<file path="config.mk">
export PLATFORM = sky130hd
export DESIGN_NAME = flip_candidate_loader
export DESIGN_NICKNAME = d
export VERILOG_FILES = /design/src/rtl/flip_candidate_loader.sv
export SDC_FILE = /design/constraint.sdc
export NUM_CORES = 1
export LEC_CHECK = 0
export ABC_CLOCK_PERIOD_IN_PS = 2900
export CORE_AREA = 4 4 71 123
export DETAILED_ROUTE_END_ITERATION = 8
export DIE_AREA = 0 0 75 127
export GPL_TIMING_DRIVEN = 0
export HOLD_SLACK_MARGIN = 0.1
export PLACE_DENSITY_LB_ADDON = 0.25
export SYNTH_ARGS = -nofsm -noshare
export SYNTH_HDL_FRONTEND = slang
export SYNTH_SLANG_ARGS = --single-unit
</file>
<file path="constraint.sdc">
create_clock -name clk -period 2.9 [get_ports clk]
set_input_delay 0.58 -clock clk [delete_from_list [all_inputs] [get_ports clk]]
set_output_delay 0.58 -clock clk [all_outputs]
set_load 0.05 [all_outputs]
</file>
<file path="src/rtl/flip_candidate_loader.sv">
// Flip candidate loader: walks the NSAT literals of a broken clause, looks up
// each flipped literal in the clause table and writes one temporal-buffer row
// per candidate (flipped literal plus the other literals of the hit clause).
module flip_candidate_loader #(
  parameter int NSAT                  = 3,
  parameter int LITERAL_ADDRESS_WIDTH = 11,
  parameter int NSAT_BITS             = 2
) (
  input  logic                                          clk,
  input  logic                                          reset,
  input  logic                                          start_i,
  input  logic [NSAT*(LITERAL_ADDRESS_WIDTH+1)-1:0]     clause_i,
  output logic                                          busy_o,
  output logic                                          done_o,
  output logic                                          ct_req_o,
  output logic [LITERAL_ADDRESS_WIDTH:0]                ct_literal_o,
  input  logic                                          ct_ack_i,
  input  logic [(NSAT-1)*(LITERAL_ADDRESS_WIDTH+1)-1:0] ct_literals_i,
  output logic                                          tb_write_en_o,
  output logic [NSAT_BITS-1:0]                          tb_write_index_o,
  output logic [LITERAL_ADDRESS_WIDTH:0]                tb_flipped_literal_o,
  output logic [(NSAT-1)*(LITERAL_ADDRESS_WIDTH+1)-1:0] tb_clause_table_literals_o
);

  localparam int W = LITERAL_ADDRESS_WIDTH + 1;
  localparam logic [NSAT_BITS-1:0] LAST_K = NSAT_BITS'(NSAT - 1);

  typedef enum logic [1:0] {IDLE, LOOKUP, DONE} state_t;

  state_t                  state_q, state_d;
  logic [NSAT_BITS-1:0]    k_q, k_d;
  logic [NSAT*W-1:0]       clause_q, clause_d;

  logic                    tb_write_en_q;
  logic [NSAT_BITS-1:0]    tb_write_index_q;
  logic [W-1:0]            tb_flipped_literal_q;
  logic [(NSAT-1)*W-1:0]   tb_ct_literals_q;

  logic [W-1:0]            cur_lit;
  logic [W-1:0]            flip_lit;
  logic                    empty_slot;
  logic                    complete;

  // Current candidate literal and its negated form; address 0 marks an empty slot.
  assign cur_lit    = clause_q[int'(k_q)*W +: W];
  assign flip_lit   = {~cur_lit[W-1], cur_lit[W-2:0]};
  assign empty_slot = (cur_lit[W-2:0] == '0);
  // An empty slot finishes without asking the table; otherwise wait for the ack.
  assign complete   = (state_q == LOOKUP) && (empty_slot || ct_ack_i);

  // State register, candidate counter and captured clause.
  always_ff @(posedge clk) begin
    if (reset) begin
      state_q  <= IDLE;
      k_q      <= '0;
      clause_q <= '0;
    end else begin
      state_q  <= state_d;
      k_q      <= k_d;
      clause_q <= clause_d;
    end
  end

  // Next-state logic: accept a clause in IDLE, step through candidates in LOOKUP.
  always_comb begin
    state_d  = state_q;
    k_d      = k_q;
    clause_d = clause_q;
    case (state_q)
      IDLE: begin
        if (start_i) begin
          state_d  = LOOKUP;
          k_d      = '0;
          clause_d = clause_i;
        end
      end
      LOOKUP: begin
        if (complete) begin
          if (k_q == LAST_K) begin
            state_d = DONE;
          end else begin
            k_d = k_q + 1'b1;
          end
        end
      end
      DONE:    state_d = IDLE;
      default: state_d = IDLE;
    endcase
  end

  // Output decode: request only for occupied slots, status from the state.
  always_comb begin
    busy_o       = (state_q != IDLE);
    done_o       = (state_q == DONE);
    ct_req_o     = (state_q == LOOKUP) && !empty_slot;
    ct_literal_o = (state_q == LOOKUP) ? flip_lit : '0;
  end

  // Temporal-buffer row: strobe for one cycle per completion, data held otherwise.
  always_ff @(posedge clk) begin
    if (reset) begin
      tb_write_en_q        <= 1'b0;
      tb_write_index_q     <= '0;
      tb_flipped_literal_q <= '0;
      tb_ct_literals_q     <= '0;
    end else begin
      tb_write_en_q <= complete;
      if (complete) begin
        tb_write_index_q     <= k_q;
        tb_flipped_literal_q <= empty_slot ? '0 : flip_lit;
        tb_ct_literals_q     <= empty_slot ? '0 : ct_literals_i;
      end
    end
  end

  assign tb_write_en_o              = tb_write_en_q;
  assign tb_write_index_o           = tb_write_index_q;
  assign tb_flipped_literal_o       = tb_flipped_literal_q;
  assign tb_clause_table_literals_o = tb_ct_literals_q;

endmodule

</file>
==> metrics.md <==
| Metric | Value |
|---|---|
| Arrival time at the worst endpoint | `2.18 ns` |
| Yosys top cell by area | `dfxtp_1` |
| Distinct cells, synth | `40` |
| R2r endpoint | `clause_q[16]$_SDFFE_PP0P_` |
| Core footprint | `7800 um2` |
| Max transition margin | `14.3%` |
| P_leak | `0.00194 uW` |
| Synth Cell Area | `3430 um2` |
| DP HPWL | `7510 um` |
| Clock transition at path regs | `0.06 ns` |
| H-tree depth | `3` |
| Avg WL per Cell | `15.4 um` |
| Synth top area share | `46.1%` |
| Max_cap viols | `0` |
| Drt drc | `0` |
| Number of nets in the final layout | `599` |
| Most used flip-flop cell after synthesis | `dfxtp_1` |
| First-pass GRT wire length | `14,900 um` |
| Crit. End Element | `output pin` |
| Largest net degree at the start of global routing | `13` |
| Area Growth Syn to Fin | `48.1%` |
| Syn_area_per_cell | `8.47 um2` |
| Most common cell in the netlist | `nand2_1` |
| Final core utilization | `65.1%` |
| Post-layout minimum cycle time | `2.76 ns` |
| Root Driver | `clkbuf_16` |
| Worst hold stages | `2` |
| Die area | `9530 um2` |
| CP Max Fanout | `10` |
| Top Ports | `118` |
| Worst r2r path cells | `11` |
| Share of post-route cells with drive strength above 1 | `13.8%` |
| Clock sinks | `79` |
| Post-synth EDFFs | `0` |
| Tightest Pin Transition | `1.28 ns` |
| Die H | `127 um` |
| CTS Buffer Depth | `2` |
| Via density | `5.10` |
| Port Buffers | `116` |
| Worst Hold Launch | `tb_clause_table_literals_o[21]$_SDFFE_PP0P_` |
| R2r setup slk | `0.38 ns` |
| Hold_buf cts | `0` |
| Die W | `75 um` |
| Row count | `43` |
| GRT overflow | `0` |
| Initial drt markers | `123` |
| Post-synthesis sequential area ratio | `46.1%` |
| Largest cells by area after synthesis | `dfxtp_1, nand2_1, a21oi_1` |
| CTS tree | `yes` |
| Status | `completed` |
| Filler instances | `688` |
| Vias in the first global route | `3,188` |
| Worst r2r src | `k_q[0]$_SDFFE_PP0P_` |
| Skew-Pair Late Insertion Delay | `0.34 ns` |
| Fin Hold WS | `0.451 ns` |
| Pre-antenna DRT Iters | `4` |
| Post-Syn Nets | `470` |
| Crit Path Class | `flip-flop to output pin` |
| ANT nets after route | `0` |
| Starting Density | `44.0%` |
| Final hold vios | `0` |
| Syn Inst Count | `405` |
| Worst EP required | `2.32 ns` |
| Initial antenna violation count | `0` |
| Placer Congestion | `0.848` |
| Num CTS Buffers | `9` |
| Startpoint types | `flip-flop` |
| Max-slew violation count | `0` |
| Peak supply drop | `0.431 mV` |
| Syn. warnings | `0` |
| Antenna diodes | `0` |
| Total number of vias | `3,202` |
| Pwr Density | `643 nW/um2` |
| GRT Resource Usage Total | `20.6%` |
| Commonest cells post-synth | `nand2_1, dfxtp_1, a21oi_1` |
| WL final | `9650 um` |
| Fin crit share | `95.3%` |
| Fmax | `0.362 GHz` |
| Async set-or-reset flop fraction in the synthesized netlist | `0%` |
| Final setup vio count | `0` |
| #FFs+latches synth | `79` |
| Tightest Hold Check Type | `flip-flop to flip-flop` |
| Worst hold endpoint | `tb_clause_table_literals_o[21]$_SDFFE_PP0P_` |
| Fin Clk Skew | `0.00714 ns` |
## layout make-up
| type | count | area, um2 | share of cell area (%) |
|---|---|---|---|
| Multi-Input combinational cell | 292 | 1640 | 32.4 |
| Sequential cell | 79 | 1580 | 31.1 |
| Timing Repair Buffer | 118 | 1190 | 23.4 |
| Clock buffer | 12 | 267 | 5.25 |
| Buffer | 30 | 205 | 4.04 |
| Tap cell | 90 | 113 | 2.22 |
| Clock inverter | 3 | 65.1 | 1.28 |
| Inverter | 4 | 15.0 | 0.296 |
## layout by cell type (no fill, tap or decap), types with 2 or more instances in the layout
cell type	n
nor2b_1	2
mux2i_1	10
a21oi_1	55
nand2b_1	3
clkdlybuf4s50_1	103
dlymetal6s2s_1	9
o32ai_1	2
a211oi_2	7
clkbuf_8	3
nor3_1	2
nor2_1	21
o21ai_0	2
dfxtp_1	79
buf_4	5
o22a_2	7
bufinv_16	2
nand3_1	3
buf_2	3
a21oi_2	17
clkbuf_1	17
inv_1	4
dlygate4sd2_1	3
a211oi_1	4
clkbuf_16	9
nand2_1	136
buf_6	3
o22a_1	4
buf_12	2
buf_8	2
## sequential cells by signal, indices dropped and copies added (netlist names)
register and cells:
clause_q 36, tb_write_en_o 1, tb_write_index_o 2, k_q 2, state_q 2, tb_clause_table_literals_o 24
tb_flipped_literal_o 12
## cell families after synthesis
group	after synthesis	share of synthesized area (%)
compound gates	105	22.0
simple gates	174	21.3
fa+ha+maj	1	0.365
flops	79	46.1
buf+inv	34	6.35
mux	12	3.87
## report_power, final
part	switching, uW	leakage, uW	total [uW]	internal (uW)
Sequential	48.6	0.000644	1210	1160
Combinational	496	0.00113	823	327
Clock	414	0.000165	1230	817
Total	959	0.00194	3270	2310
## worst max-delay path: stages, from the launching register on
cell and delay [ns]:
dfxtp_1 0.32, buf_6 0.17, buf_12 0.15, mux2i_1 0.24, o22a_2 0.26, nand4_4 0.14
nor4_4 0.28, nor2_1 0.06, buf_2 0.22
## stage by stage
stage | instances | setup TNS [ns] | worst slack (ns) | power (uW) | cell area, um2
6_report | 628 | 0 | 0.136 | 3270 | 5080
5_1_grt | 628 | -0.00675 | -0.00675 | 3390 | 5080
4_1_cts | 626 | 0 | 0.00271 | 3290 | 5050
3_5_place_dp | 611 | -0.101 | -0.101 | 2050 | 4700
3_3_place_gp | 611 | -0.0936 | -0.0936 | 2030 | 4700
2_1_floorplan | 405 | 0 | 0.566 | 1760 | 3430
## how the worst max path moves through the flow
stage                                       start               to  slack [ns]  cells past startpoint
after global routing          k_q[0]$_SDFFE_PP0P_         ct_req_o      -0.007                      8
after CTS                 state_q[0]$_SDFFE_PP0P_  ct_literal_o[7]       0.003                      5
after global placement        k_q[0]$_SDFFE_PP0P_         ct_req_o       -0.09                      7
final                         k_q[0]$_SDFFE_PP0P_         ct_req_o        0.14                      8
after detailed placement      k_q[0]$_SDFFE_PP0P_         ct_req_o       -0.10                      7
after floorplan               k_q[0]$_SDFFE_PP0P_         ct_req_o        0.57                      7
## routing by layer
layer / wire length, um / track usage, % / vias to the layer above
met3: 695 / 5.51 / 23
met5: 0 / 0 / -
li1: - / - / 1616
met2: 5130 / 37.5 / 113
met1: 3500 / 20.5 / 1450
met4: 324 / 10.2 / 0
## timing repair
action	in CTS	in global routing
gates resized for setup	11	11
pin swaps	0	2
setup endpoints to repair	12	10
setup buffers	0	2
No activity file was read; power rests on OpenSTA's default activity.
